$ cat config.mk
export PLATFORM = sky130hd
export DESIGN_NAME = wb_initiator
export DESIGN_NICKNAME = d
export VERILOG_FILES = /design/src/rtl/wb_pkg.sv /design/src/rtl/wb_timer.sv /design/src/rtl/wb_initiator.sv
export SDC_FILE = /design/constraint.sdc
export NUM_CORES = 1
export LEC_CHECK = 0
export BUFFER_PORTS_ARGS = -buffer_cell sky130_fd_sc_hd__buf_2
export CORE_UTILIZATION = 46
export CTS_CLUSTER_DIAMETER = 100
export DETAILED_ROUTE_END_ITERATION = 12
export GPL_TIMING_DRIVEN = 0
export HOLD_SLACK_MARGIN = 0.02
export PLACE_DENSITY = 0.79
export RECOVER_POWER = 25
export SYNTH_ARGS = -nofsm -noshare
export SYNTH_HDL_FRONTEND = slang
export SYNTH_HIERARCHICAL = 1
export SYNTH_SLANG_ARGS = --single-unit
$ cat constraint.sdc
create_clock -name clk_i -period 3.23 [get_ports clk_i]
set_input_delay 0 -clock clk_i [delete_from_list [all_inputs] [get_ports clk_i]]
set_output_delay 0 -clock clk_i [all_outputs]
set_load 0.005 [all_outputs]
$ cat src/rtl/wb_pkg.sv
// Shared Wishbone definitions: bus widths, response status codes and initiator state encoding.
package wb_pkg;

  localparam int DATA_W = 32;
  localparam int ADDR_W = 32;
  localparam int SEL_W  = DATA_W / 8;

  typedef enum logic [1:0] {
    RSP_OK         = 2'd0,
    RSP_ERR        = 2'd1,
    RSP_TIMEOUT    = 2'd2,
    RSP_RETRY_FAIL = 2'd3
  } rsp_status_e;

  typedef enum logic [1:0] {
    ST_IDLE,
    ST_ACTIVE,
    ST_RETRY,
    ST_RESP
  } wb_state_e;

  // Width of a counter that must hold 0..max_val; never narrower than one bit.
  function automatic int cnt_width(input int max_val);
    return (max_val > 0) ? $clog2(max_val + 1) : 1;
  endfunction

endpackage

$ cat src/rtl/wb_timer.sv
// Bus-cycle watchdog: counts enabled cycles and flags the cycle on which the limit is reached.
module wb_timer
  import wb_pkg::*;
#(
  parameter int TIMEOUT_CYCLES = 255
) (
  input  logic clk_i,
  input  logic rst_i,
  input  logic clear,
  input  logic enable,
  output logic expired
);

  localparam int CW = cnt_width(TIMEOUT_CYCLES);
  localparam logic [CW-1:0] LIMIT = CW'(TIMEOUT_CYCLES);

  logic [CW-1:0] count;

  // Saturates at LIMIT; a zero limit disables counting entirely.
  always_ff @(posedge clk_i or posedge rst_i) begin
    if (rst_i) begin
      count <= '0;
    end else if (clear) begin
      count <= '0;
    end else if (enable && (TIMEOUT_CYCLES != 0) && (count != LIMIT)) begin
      count <= count + 1'b1;
    end
  end

  assign expired = (TIMEOUT_CYCLES != 0) && enable && (count == LIMIT - 1'b1);

endmodule

$ cat src/rtl/wb_initiator.sv
// Wishbone classic single-transfer initiator: one command in, one cyc/stb transfer
// (with retry and timeout handling), one response out.
module wb_initiator
  import wb_pkg::*;
#(
  parameter int TIMEOUT_CYCLES = 255,
  parameter int MAX_RETRIES    = 3
) (
  input  logic              clk_i,
  input  logic              rst_i,
  input  logic              cmd_valid_i,
  output logic              cmd_ready_o,
  input  logic [ADDR_W-1:0] cmd_adr_i,
  input  logic              cmd_we_i,
  input  logic [SEL_W-1:0]  cmd_sel_i,
  input  logic [DATA_W-1:0] cmd_dat_i,
  output logic              rsp_valid_o,
  input  logic              rsp_ready_i,
  output logic [DATA_W-1:0] rsp_dat_o,
  output logic [1:0]        rsp_status_o,
  output logic              cyc_o,
  output logic              stb_o,
  output logic [ADDR_W-1:0] adr_o,
  output logic [SEL_W-1:0]  sel_o,
  output logic              we_o,
  output logic [DATA_W-1:0] dat_o,
  input  logic [DATA_W-1:0] dat_i,
  input  logic              ack_i,
  input  logic              err_i,
  input  logic              rty_i
);

  localparam int RW = cnt_width(MAX_RETRIES);
  localparam logic [RW-1:0] RETRY_LIMIT = RW'(MAX_RETRIES);

  wb_state_e     state;
  logic [RW-1:0] retry_cnt;
  logic          timed_out;

  // The watchdog only runs while a strobe is outstanding and restarts for every attempt.
  wb_timer #(
    .TIMEOUT_CYCLES(TIMEOUT_CYCLES)
  ) u_timer (
    .clk_i  (clk_i),
    .rst_i  (rst_i),
    .clear  (state != ST_ACTIVE),
    .enable (state == ST_ACTIVE),
    .expired(timed_out)
  );

  always_ff @(posedge clk_i or posedge rst_i) begin
    if (rst_i) begin
      state        <= ST_IDLE;
      retry_cnt    <= '0;
      cmd_ready_o  <= 1'b0;
      rsp_valid_o  <= 1'b0;
      rsp_dat_o    <= '0;
      rsp_status_o <= RSP_OK;
      cyc_o        <= 1'b0;
      stb_o        <= 1'b0;
      adr_o        <= '0;
      sel_o        <= '0;
      we_o         <= 1'b0;
      dat_o        <= '0;
    end else begin
      case (state)
        ST_IDLE: begin
          if (cmd_valid_i && cmd_ready_o) begin
            cmd_ready_o <= 1'b0;
            adr_o       <= cmd_adr_i;
            sel_o       <= cmd_sel_i;
            we_o        <= cmd_we_i;
            dat_o       <= cmd_we_i ? cmd_dat_i : '0;
            cyc_o       <= 1'b1;
            stb_o       <= 1'b1;
            retry_cnt   <= '0;
            state       <= ST_ACTIVE;
          end else begin
            cmd_ready_o <= 1'b1;
          end
        end

        // err outranks rty, which outranks ack, when a responder raises several at once.
        ST_ACTIVE: begin
          if (err_i) begin
            cyc_o        <= 1'b0;
            stb_o        <= 1'b0;
            rsp_valid_o  <= 1'b1;
            rsp_status_o <= RSP_ERR;
            rsp_dat_o    <= '0;
            state        <= ST_RESP;
          end else if (rty_i) begin
            cyc_o <= 1'b0;
            stb_o <= 1'b0;
            if (retry_cnt == RETRY_LIMIT) begin
              rsp_valid_o  <= 1'b1;
              rsp_status_o <= RSP_RETRY_FAIL;
              rsp_dat_o    <= '0;
              state        <= ST_RESP;
            end else begin
              retry_cnt <= retry_cnt + 1'b1;
              state     <= ST_RETRY;
            end
          end else if (ack_i) begin
            cyc_o        <= 1'b0;
            stb_o        <= 1'b0;
            rsp_valid_o  <= 1'b1;
            rsp_status_o <= RSP_OK;
            rsp_dat_o    <= we_o ? '0 : dat_i;
            state        <= ST_RESP;
          end else if (timed_out) begin
            cyc_o        <= 1'b0;
            stb_o        <= 1'b0;
            rsp_valid_o  <= 1'b1;
            rsp_status_o <= RSP_TIMEOUT;
            rsp_dat_o    <= '0;
            state        <= ST_RESP;
          end
        end

        ST_RETRY: begin
          cyc_o <= 1'b1;
          stb_o <= 1'b1;
          state <= ST_ACTIVE;
        end

        ST_RESP: begin
          if (rsp_ready_i) begin
            rsp_valid_o  <= 1'b0;
            rsp_dat_o    <= '0;
            rsp_status_o <= RSP_OK;
            adr_o        <= '0;
            sel_o        <= '0;
            we_o         <= 1'b0;
            dat_o        <= '0;
            cmd_ready_o  <= 1'b1;
            state        <= ST_IDLE;
          end
        end

        default: state <= ST_IDLE;
      endcase
    end
  end

endmodule

# Yosys cells after proc, flatten, opt, wreduce, memory -nomap -nowiden
# Index checks and enable logic that the tools add are counted.
[word_totals]
regBits = 118
input_bits = 108
out_inout_bits = 107
elab_cells = 98
[classes]
addsub = 2
eq_ne = 14
muxes = 55
reduce_logical = 15
[op_table]
columns = ["cell", "count"]
rows = [
  ["$mux W32", 10],
  ["$pmux W32 S2", 3],
  ["$mux W2", 15],
  ["$mux W8", 2],
  ["$mux W1", 15],
  ["$ne A2 B2 Y1 const B", 5],
  ["$reduce_and A3 Y1", 3],
  ["$add A8 B1 Y8 const B", 1],
  ["$eq A8 B8 Y1 const B", 1],
  ["$mux W4", 2],
  ["$ne A8 B8 Y1 const B", 1],
  ["$pmux W2 S2", 2],
  ["$pmux W2 S4", 1],
  ["$pmux W4 S2", 1],
  ["$reduce_bool A2 Y1", 4],
  ["$eq A2 B2 Y1 const B", 3],
  ["$pmux W1 S2", 3],
  ["$ne A5 B5 Y1 const B", 1],
  ["$reduce_and A5 Y1", 1],
  ["$ne A4 B4 Y1 const B", 1],
  ["$reduce_and A4 Y1", 1],
  ["$logic_and A1 B1 Y1", 3],
  ["$pmux W1 S3", 1],
  ["$reduce_bool A3 Y1", 1],
  ["other kinds (5)", 5],
]

# Logic depth before layout (Yosys ltp)
# Gate-level depths: netlist of the first run.
[logic_depth]
word_depth = 7
ltp_mapped = 7
depth_no_buf = 6

# Cells and area by module
# The synthesis of the first run kept the hierarchy.
[modules_own_cells]
columns = ["mod", "n_inst", "cells_per_inst", "area_each_um2", "seq_area_each_um2"]
rows = [
  ["wb_initiator", 1, 280, 4160.2, 2752.6],
  ["wb_timer", 1, 50, 442.9, 200.2],
]

# Worst setup path after synthesis of the first run
# Ideal clock, no wire load.
[synth_timing]
path_kind = "reg2reg"
from = "register state[0]"
to = "register rsp_dat_o[21]"
setup_time_ns = 0.064
t_arrival_ns = 1.876
required_ns = 3.166
setup_slack_ns = 1.291
stages_incl_launch_ff = 8
path_buffers = 2
synth_period_minus_slack_ns = 1.939
cell_sequence = "dfrtp_1 buf_4 and2b_2 and3_1 or3_4 a32oi_4 buf_6 a22o_2"
[synth_between]
elab_chain_len = 4
elab_cells_between_ends = 9
cone_classes = "5 x eq/ne; 1 x mux; 3 x reduce/logical"
[synth_lines]
columns = ["element", "line", "text"]
rows = [
  ["start, declared", "wb_initiator.sv:36", "wb_state_e state;"],
  ["start signal, assigned", "wb_initiator.sv:53", "state <= ST_IDLE;"],
  ["start signal, assigned", "wb_initiator.sv:77", "state <= ST_ACTIVE;"],
  ["start signal, assigned", "wb_initiator.sv:91", "state <= ST_RESP;"],
  ["$eq A2 B1 Y1", "wb_initiator.sv:47", ".enable (state == ST_ACTIVE),"],
  ["$logic_and A1 B1 Y1", "wb_timer.sv:30", "assign expired = (TIMEOUT_CYCLES != 0) && enable && (count == LIMIT - 1'b1);"],
  ["via timed_out", "wb_initiator.sv:38", "logic timed_out;"],
  ["$ne A5 B5 Y1 (no source line)", "n/a", ""],
  ["$reduce_and A4 Y1 (no source line)", "n/a", ""],
  ["end signal, assigned", "wb_initiator.sv:109", "rsp_dat_o <= we_o ? '0 : dat_i;"],
  ["end, declared", "wb_initiator.sv:19", "output logic [DATA_W-1:0] rsp_dat_o,"],
]
# The timed path passes the listed nets, and every way through them passes these cells.
# A chain may end at the register's enable or synchronous reset.

# Worst setup path after layout of the first run
[layout_timing]
from = "register state[0]"
to = "register state[1]"
[layout_between]
elab_chain_len = 4
elab_cells_between_ends = 10
cone_classes = "6 x eq/ne; 1 x mux; 3 x reduce/logical"
[layout_lines]
columns = ["element", "line"]
rows = [
  ["$eq A2 B1 Y1", "wb_initiator.sv:47"],
  ["$logic_and A1 B1 Y1", "wb_timer.sv:30"],
  ["via timed_out", "wb_initiator.sv:38"],
  ["$ne A5 B5 Y1 (no source line)", "n/a"],
  ["$reduce_and A3 Y1 (no source line)", "n/a"],
]
# The timed path passes the listed nets, and every way through them passes these cells.

==> results of run 1 <==
## layer usage
| layer | part of all wire | vias to the layer above | wire (um) |
|---|---|---|---|
| li1 | - | 1956 | - |
| met1 | 0.39 | 2160 | 5890 |
| met2 | 0.51 | 228 | 7750 |
| met3 | 0.069 | 37 | 1040 |
| met4 | 0.030 | 0 | 459 |
| met5 | 0 | - | 0 |
## registers in the layout (all words and copies together) (netlist names)
name / flops
retry_cnt: 2
rsp_dat_o: 32
stb_o: 1
dat_o: 32
state: 2
rsp_status_o: 2
sel_o: 4
we_o: 1
cmd_ready_o: 1
rsp_valid_o: 1
u_timer/count: 8
adr_o: 32
## cell type report
type / instances / area, um2
buffer: 27 / 163
clock buffer: 21 / 459
clock inverter: 11 / 125
fill: 556 / 2150
inverter: 5 / 18.8
multi-input combinational: 180 / 1470
sequential: 118 / 2950
tap: 133 / 166
timing repair buffer: 327 / 2220
## layout by cell type (no fill, tap or decap), drive strengths merged, types with 3 or more instances in the layout
cell and n:
a211oi 3, a21oi 7, a22o 102, buf 236, clkbuf 26, clkinv 4
clkinvlp 5, dfrtp 118, dlygate4sd3 113, ha 3, inv 5, nand2 4
nand3 6, nor2 13, nor3 3, o21ai 5
## metrics by stage
stage,setup TNS [ns],setup WS [ns],std cells,instance area [um2]
floorplan,0,0.328,330,4600
global placement,-81.34,-0.746,676,5840
detailed placement,0,1.10,677,5870
CTS,0,0.684,822,7580
global route,0,0.596,822,7580
finish,0,0.677,822,7580
## repair_timing
item                      CTS  global route
hold endpoints to repair  169             0
hold buffers              113             0
setup buffers               0             0
## logic make-up (layout without fill, tap and decap cells)
logic type | count (synthesis) | in the layout | synth area share
AOI/OAI and AO/OA | 124 | 124 | 0.237
DFF | 118 | 118 | 0.641
and+or+nand+nor | 48 | 48 | 0.0628
buffers and inverters | 32 | 391 | 0.0394
muxes | 4 | 4 | 0.00924
adders and majority gates | 3 | 3 | 0.00816
xor gates and xnor gates | 1 | 1 | 0.00190
## worst paths after layout
kind / start / endpoint / slack [ns] / cells after the start
setup / recovery: state[0] / state[1] / 0.68 / 6
hold / removal: cmd_we_i / dat_o[29] / 0.12 / 4
setup reg to reg: state[0] / state[1] / 0.68 / 6
hold reg to reg: retry_cnt[0] / retry_cnt[0] / 0.48 / 1
max in group asynchronous: rst_i / retry_cnt[1] / 1.18 / 3
min in group asynchronous: rst_i / u_timer/count[4] / 0.57 / 4
## power groups by stage
stage	clock network, mW	logic (mW)	registers (mW)
floorplan	0	0.828	2.08
global placement	0	1.43	2.05
detailed placement	0	1.49	2.06
CTS	1.84	1.62	2.05
global route	1.92	1.81	2.11
finish	1.83	1.67	2.08
## critical path, cell delays in order (launching register included)
cell and delay, ns:
dfrtp_1 0.37, buf_4 0.17, and2b_2 0.27, and3_1 0.24, or4_2 0.57, dlygate4sd3_1 0.60, o211a_1 0.22
==> run_summary.xml, run 1 <==
<?xml version="1.0" encoding="UTF-8"?>
<metrics>
  <group name="run_status">
    <metric name="status" unit="">finished with violations</metric>
    <metric name="violated_checks" unit="">capacitance limit, slew limit</metric>
  </group>
  <group name="sta">
    <metric name="timing.hold.ws" unit="ns">0.120</metric>
    <metric name="slew_violations" unit="">55</metric>
    <metric name="post-route-period-util" unit="">0.790</metric>
    <metric name="worst_slew_margin_rel" unit="">-0.451</metric>
    <metric name="max_freq" unit="GHz">0.392</metric>
    <metric name="timing_worst_slew_pin_value" unit="ns">2.17</metric>
    <metric name="timing_hold_violations_final" unit="">0</metric>
    <metric name="setup_viol_count_final" unit="">0</metric>
    <metric name="worst_clock_skew_on_the_final_layout" unit="ns">0.0122</metric>
    <metric name="rsz0062_at_grt" unit="">false</metric>
    <metric name="final_period_minus_worst_setup_slack" unit="ns">2.55</metric>
  </group>
  <group name="logic_synthesis">
    <metric name="synth.distinct_cells" unit="">45</metric>
    <metric name="synth_area_leader" unit="">dfrtp_1</metric>
    <metric name="yosys-top-cells-area" unit="">dfrtp_1 (64%), a22o_1 (14%), a22o_2 (6.7%)</metric>
    <metric name="synthMostInstantiatedCell" unit="">dfrtp_1</metric>
    <metric name="ys_top_cells_by_count" unit="">dfrtp_1 (118), a22o_1 (71), a22o_2 (31)</metric>
    <metric name="synth_top_area_frac" unit="">0.641</metric>
    <metric name="synth_area" unit="um2">4600</metric>
    <metric name="syn-instance-count" unit="">330</metric>
    <metric name="ys.flop_type" unit="">dfrtp_1</metric>
    <metric name="synth_warnings" unit="">6</metric>
    <metric name="synth-seq-area-share" unit="">0.641</metric>
    <metric name="syn_area_per_cell" unit="um2">13.9</metric>
    <metric name="synth-async-reset-ratio" unit="">1.00</metric>
    <metric name="number_of_enable_flip_flop_cells_after_synthesis" unit="">0</metric>
    <metric name="yosys_register_bits" unit="">118</metric>
    <metric name="synth_nets" unit="">441</metric>
  </group>
  <group name="floorplan">
    <metric name="floorplan.io_pins" unit="">215</metric>
    <metric name="die-area" unit="um2">10400</metric>
    <metric name="die_height" unit="um">102</metric>
    <metric name="standard_cell_rows" unit="">36</metric>
    <metric name="die_x" unit="um">102</metric>
    <metric name="floorplan.core_area" unit="um2">9730</metric>
    <metric name="initial_core_utilization" unit="">0.473</metric>
  </group>
  <group name="final_layout">
    <metric name="antenna_cells" unit="">0</metric>
    <metric name="post-route-util" unit="">0.779</metric>
    <metric name="area_growth" unit="%">64.6</metric>
    <metric name="post_route_cells_drive_above_1_share" unit="">0.443</metric>
    <metric name="layout.nets" unit="">787</metric>
  </group>
  <group name="min_path">
    <metric name="hold_path_class" unit="">in -&gt; reg</metric>
  </group>
  <group name="drt">
    <metric name="final_antenna_net_count" unit="">0</metric>
    <metric name="drt_drc_violations_left" unit="">0</metric>
    <metric name="routed_via_density" unit="">5.33</metric>
    <metric name="wl_per_cell" unit="um">18.4</metric>
    <metric name="via_count" unit="">4381</metric>
    <metric name="first_pass_iters" unit="">4</metric>
    <metric name="aggregate_routed_wire_length" unit="um">15100</metric>
    <metric name="drt_iter0_drc" unit="">151</metric>
  </group>
  <group name="grt">
    <metric name="top_usage_layer" unit="">met2</metric>
    <metric name="grt_max_degree" unit="">57</metric>
    <metric name="overflow_left_after_global_routing" unit="">0</metric>
    <metric name="antenna_found_initial" unit="">0</metric>
    <metric name="grt_pass1_vias" unit="">4504</metric>
    <metric name="use_met3" unit="">0.0821</metric>
    <metric name="met1_usage" unit="">0.325</metric>
    <metric name="met2_usage" unit="">0.519</metric>
    <metric name="wire_length_of_the_first_global_routing_pass" unit="um">22700</metric>
    <metric name="grt_use_total" unit="">0.294</metric>
  </group>
  <group name="setup_path">
    <metric name="worst_setup_path_start_kind" unit="">flip-flop</metric>
    <metric name="critPathMaxFanout" unit="">10</metric>
    <metric name="worst-endpoint-required" unit="ns">3.62</metric>
    <metric name="critPathArrivalTime" unit="ns">2.95</metric>
    <metric name="critPathCaptureType" unit="">flip-flop</metric>
    <metric name="setup.worst_path.class" unit="">reg -&gt; reg</metric>
  </group>
  <group name="power_and_ir_drop">
    <metric name="p_total" unit="mW">5.58</metric>
    <metric name="ir_drop" unit="V">0.000470</metric>
    <metric name="power.sequential.fraction" unit="">0.373</metric>
    <metric name="intPower" unit="mW">3.84</metric>
    <metric name="power.share.switching" unit="">0.311</metric>
    <metric name="power.combinational.fraction" unit="">0.299</metric>
    <metric name="switching_power" unit="mW">1.74</metric>
    <metric name="clock_power_share" unit="">0.328</metric>
    <metric name="power.leakage" unit="nW">4.03</metric>
    <metric name="power_per_cell_area" unit="nW/um2">737</metric>
  </group>
  <group name="placed_design">
    <metric name="port_buffers" unit="">213</metric>
    <metric name="gp_congestion" unit="">0.797</metric>
    <metric name="dp.final_hpwl" unit="um">8330</metric>
  </group>
  <group name="clock_network">
    <metric name="clk_root_buffer_cell" unit="">clkbuf_8</metric>
    <metric name="postCtsResizedCells" unit="">0</metric>
    <metric name="cts_tree" unit="">built</metric>
    <metric name="cts.clk_slew.worst_paths" unit="ns">0.06</metric>
    <metric name="clock_latency" unit="ns">0.52</metric>
    <metric name="clock_sinks" unit="">118</metric>
    <metric name="number_of_buffers_on_the_longest_clock_path" unit="">2</metric>
    <metric name="cts-htree-levels" unit="">4</metric>
    <metric name="cts_made_buffers" unit="">17</metric>
  </group>
  <group name="job">
    <metric name="maxCapViolations" unit="">1</metric>
  </group>
</metrics>
No activity file was read; power rests on OpenSTA's default activity.
==> run 2: changes to the inputs <==
==> constraint.sdc (replaced) <==
create_clock -name clk_i -period 2.55 [get_ports clk_i]
set_input_delay 0 -clock clk_i [delete_from_list [all_inputs] [get_ports clk_i]]
set_output_delay 0 -clock clk_i [all_outputs]
set_load 0.005 [all_outputs]
==> run 2 against run 1 <==
Total power up 28%. Utilization increased by 0.051 points. Largest power group unchanged. Clock power rose by 31%. Setup slack worse by 0.58 ns. Global-route usage rose by 0.92 points. Clock-buffer cell count is 1 higher. Sequential share of layout area about the same. The run now ends clean. Critical path depth is 1 higher. Combinational power is 27% higher. Final cell count is 0.12% higher. Clock skew is 0.00074 ns lower. Register-to-register slack got worse by 0.58 ns.
==> run_summary.xml, run 2 (synthesized netlist as in run 1, its figures left out) <==
<?xml version="1.0" encoding="UTF-8"?>
<metrics>
  <group name="final_layout">
    <metric name="finalNonFillerCells" unit="">823</metric>
    <metric name="antenna_cells" unit="">0</metric>
    <metric name="reg.largest.list" unit="">adr_o (32), dat_o (32), rsp_dat_o (32)</metric>
    <metric name="layout.nets" unit="">789</metric>
    <metric name="area_growth" unit="%">64.7</metric>
    <metric name="post_route_cells_drive_above_1_share" unit="">0.409</metric>
    <metric name="post-route-util" unit="">0.779</metric>
    <metric name="layout.cells.most_common" unit="">buf_2</metric>
    <metric name="filler_cells" unit="">620</metric>
    <metric name="most_used_cells_in_the_layout_excluding_fill_and_tap_cells" unit="">buf_2 (198), dfrtp_1 (118), dlygate4sd3_1 (113), a22o_1 (71)</metric>
  </group>
  <group name="clock_network">
    <metric name="clock_sinks" unit="">118</metric>
    <metric name="post-cts-setup-buffers" unit="">0</metric>
    <metric name="cts_tree" unit="">built</metric>
    <metric name="cts_made_buffers" unit="">17</metric>
    <metric name="cts-htree-levels" unit="">4</metric>
    <metric name="clock_latency" unit="ns">0.52</metric>
    <metric name="number_of_buffers_on_the_longest_clock_path" unit="">2</metric>
    <metric name="cts.clk_slew.worst_paths" unit="ns">0.06</metric>
    <metric name="clk_root_buffer_cell" unit="">clkbuf_8</metric>
  </group>
  <group name="drt">
    <metric name="wl_per_cell" unit="um">19.1</metric>
    <metric name="via_count" unit="">4472</metric>
    <metric name="drt_drc_violations_left" unit="">0</metric>
    <metric name="routed_via_density" unit="">5.43</metric>
    <metric name="first_pass_iters" unit="">4</metric>
    <metric name="final_antenna_net_count" unit="">0</metric>
    <metric name="drt_iter0_drc" unit="">131</metric>
    <metric name="aggregate_routed_wire_length" unit="um">15700</metric>
  </group>
  <group name="grt">
    <metric name="wire_length_of_the_first_global_routing_pass" unit="um">23500</metric>
    <metric name="antenna_found_initial" unit="">0</metric>
    <metric name="grt_max_degree" unit="">46</metric>
    <metric name="grt_pass1_vias" unit="">4641</metric>
    <metric name="overflow_left_after_global_routing" unit="">0</metric>
    <metric name="grt_use_total" unit="">0.303</metric>
  </group>
  <group name="power_and_ir_drop">
    <metric name="power.leakage" unit="nW">3.95</metric>
    <metric name="ir_drop" unit="V">0.000540</metric>
    <metric name="power_per_cell_area" unit="nW/um2">942</metric>
  </group>
  <group name="min_path">
    <metric name="hold_path_class" unit="">in -&gt; reg</metric>
  </group>
  <group name="floorplan">
    <metric name="floorplan.io_pins" unit="">215</metric>
    <metric name="initial_core_utilization" unit="">0.473</metric>
    <metric name="standard_cell_rows" unit="">36</metric>
    <metric name="die_height" unit="um">102</metric>
    <metric name="die_x" unit="um">102</metric>
    <metric name="floorplan.core_area" unit="um2">9730</metric>
    <metric name="die-area" unit="um2">10400</metric>
  </group>
  <group name="setup_path">
    <metric name="critPathCaptureType" unit="">flip-flop</metric>
    <metric name="cpLargestDelayFamily" unit="">simple AND/OR/NAND/NOR gates</metric>
    <metric name="path_cells" unit="">buf_4 &gt; and2b_4 &gt; and3_1 &gt; or3_4 &gt; a32oi_4 &gt; a22o_2 &gt; dlygate4sd3_1</metric>
    <metric name="setup.worst_path.class" unit="">reg -&gt; reg</metric>
    <metric name="path_buf_inv" unit="">2</metric>
    <metric name="critPathMaxFanout" unit="">10</metric>
    <metric name="critical-path-slowest-cell" unit="">dlygate4sd3_1</metric>
    <metric name="critPathArrivalTime" unit="ns">2.90</metric>
    <metric name="worst_path_largest_cell_delay" unit="ns">0.54</metric>
    <metric name="regToRegSetupSlack" unit="ns">0.1</metric>
    <metric name="worst_setup_path_start_kind" unit="">flip-flop</metric>
    <metric name="worst-endpoint-required" unit="ns">3.00</metric>
  </group>
  <group name="sta">
    <metric name="worst_clock_skew_on_the_final_layout" unit="ns">0.0115</metric>
    <metric name="post-route-period-util" unit="">0.961</metric>
    <metric name="slew_violations" unit="">0</metric>
    <metric name="max_freq" unit="GHz">0.408</metric>
    <metric name="final_period_minus_worst_setup_slack" unit="ns">2.45</metric>
    <metric name="timing_worst_slew_pin_value" unit="ns">1.09</metric>
    <metric name="final.setup.tns" unit="ns">0</metric>
    <metric name="worst_slew_margin_rel" unit="">0.275</metric>
    <metric name="setup_viol_count_final" unit="">0</metric>
    <metric name="timing_hold_violations_final" unit="">0</metric>
    <metric name="rsz0062_at_grt" unit="">false</metric>
  </group>
  <group name="job">
    <metric name="maxCapViolations" unit="">0</metric>
  </group>
  <group name="placed_design">
    <metric name="placed_cells" unit="">679</metric>
    <metric name="gp_congestion" unit="">0.825</metric>
    <metric name="dp.final_hpwl" unit="um">8500</metric>
    <metric name="port_buffers" unit="">213</metric>
  </group>
  <group name="run_status">
    <metric name="status" unit="">finished clean</metric>
  </group>
</metrics>
[run 2: cell count changes in the layout (fill, tap and decap cells not counted), moves of 2 or more]
cell and change:
clkbuf_1 +25, clkinvlp_4 -3, clkinv_4 -2, buf_2 -25, clkinv_2 +2
[run 2: worst paths after layout]
check | startpoint | to | cells past startpoint
min | cmd_we_i | dat_o[30] | 4
max in group asynchronous | rst_i | adr_o[29] | 6
max reg2reg | state[0] | rsp_dat_o[20] | 7
min in group asynchronous | rst_i | rsp_dat_o[26] | 4
min reg2reg | retry_cnt[0] | retry_cnt[0] | 1
max | state[0] | rsp_dat_o[20] | 7
[run 2: per-layer routing]
metal  part of all wire  global-route usage  up-vias  wire length [um]
met1               0.39               0.340     2205              6100
met4              0.034               0.137        0               531
met3              0.064              0.0814       55              1010
li1                   -                   -     1957                 -
met5                  0                   0        -                 0
met2               0.51               0.537      255              8070
[run 2: repair_timing]
action	CTS	global route
endpoints found under the setup margin	0	4
hold endpoints to repair	225	0
gates resized for setup	0	2
hold buffers	113	0
[run 2: worst register-to-register path, cell delays in order (launching register included)]
cell and delay (ns):
dfrtp_1 0.38, buf_4 0.17, and2b_4 0.21, and3_1 0.21
or3_4 0.34, a32oi_4 0.33, a22o_2 0.22, dlygate4sd3_1 0.54
[run 2: power by group]
part | total [mW] | internal (mW) | leakage, nW | switching [mW]
sequential | 2.64 | 2.33 | 1.60 | 0.311
combinational | 2.12 | 1.06 | 2.06 | 1.06
clock | 2.39 | 1.55 | 0.287 | 0.832
total | 7.15 | 4.95 | 3.95 | 2.20
[run 2: metrics by stage]
stage | power (mW) | setup slack [ns] | cell area, um2 | hold slack, ns
after floorplan | 3.68 | 0.611 | 4610 | -0.184
after global placement | 4.41 | 0.464 | 5840 | -0.0125
after detailed placement | 4.50 | 0.420 | 5910 | -0.0990
after CTS | 7.05 | 0.0251 | 7630 | 0.108
after global routing | 7.47 | 0.0171 | 7580 | 0.148
final | 7.15 | 0.0999 | 7580 | 0.136
[run 2: final cells by class]
cell class / instances / area (um2) / share of cell area
Clock inverter: 9 / 125 / 0.0165
Clock buffer: 22 / 463 / 0.0610
Sequential cell: 118 / 2950 / 0.389
Inverter: 5 / 20.0 / 0.00264
Buffer: 27 / 163 / 0.0214
Tap cell: 133 / 166 / 0.0219
Timing Repair Buffer: 329 / 2220 / 0.293
Multi-Input combinational cell: 180 / 1480 / 0.195
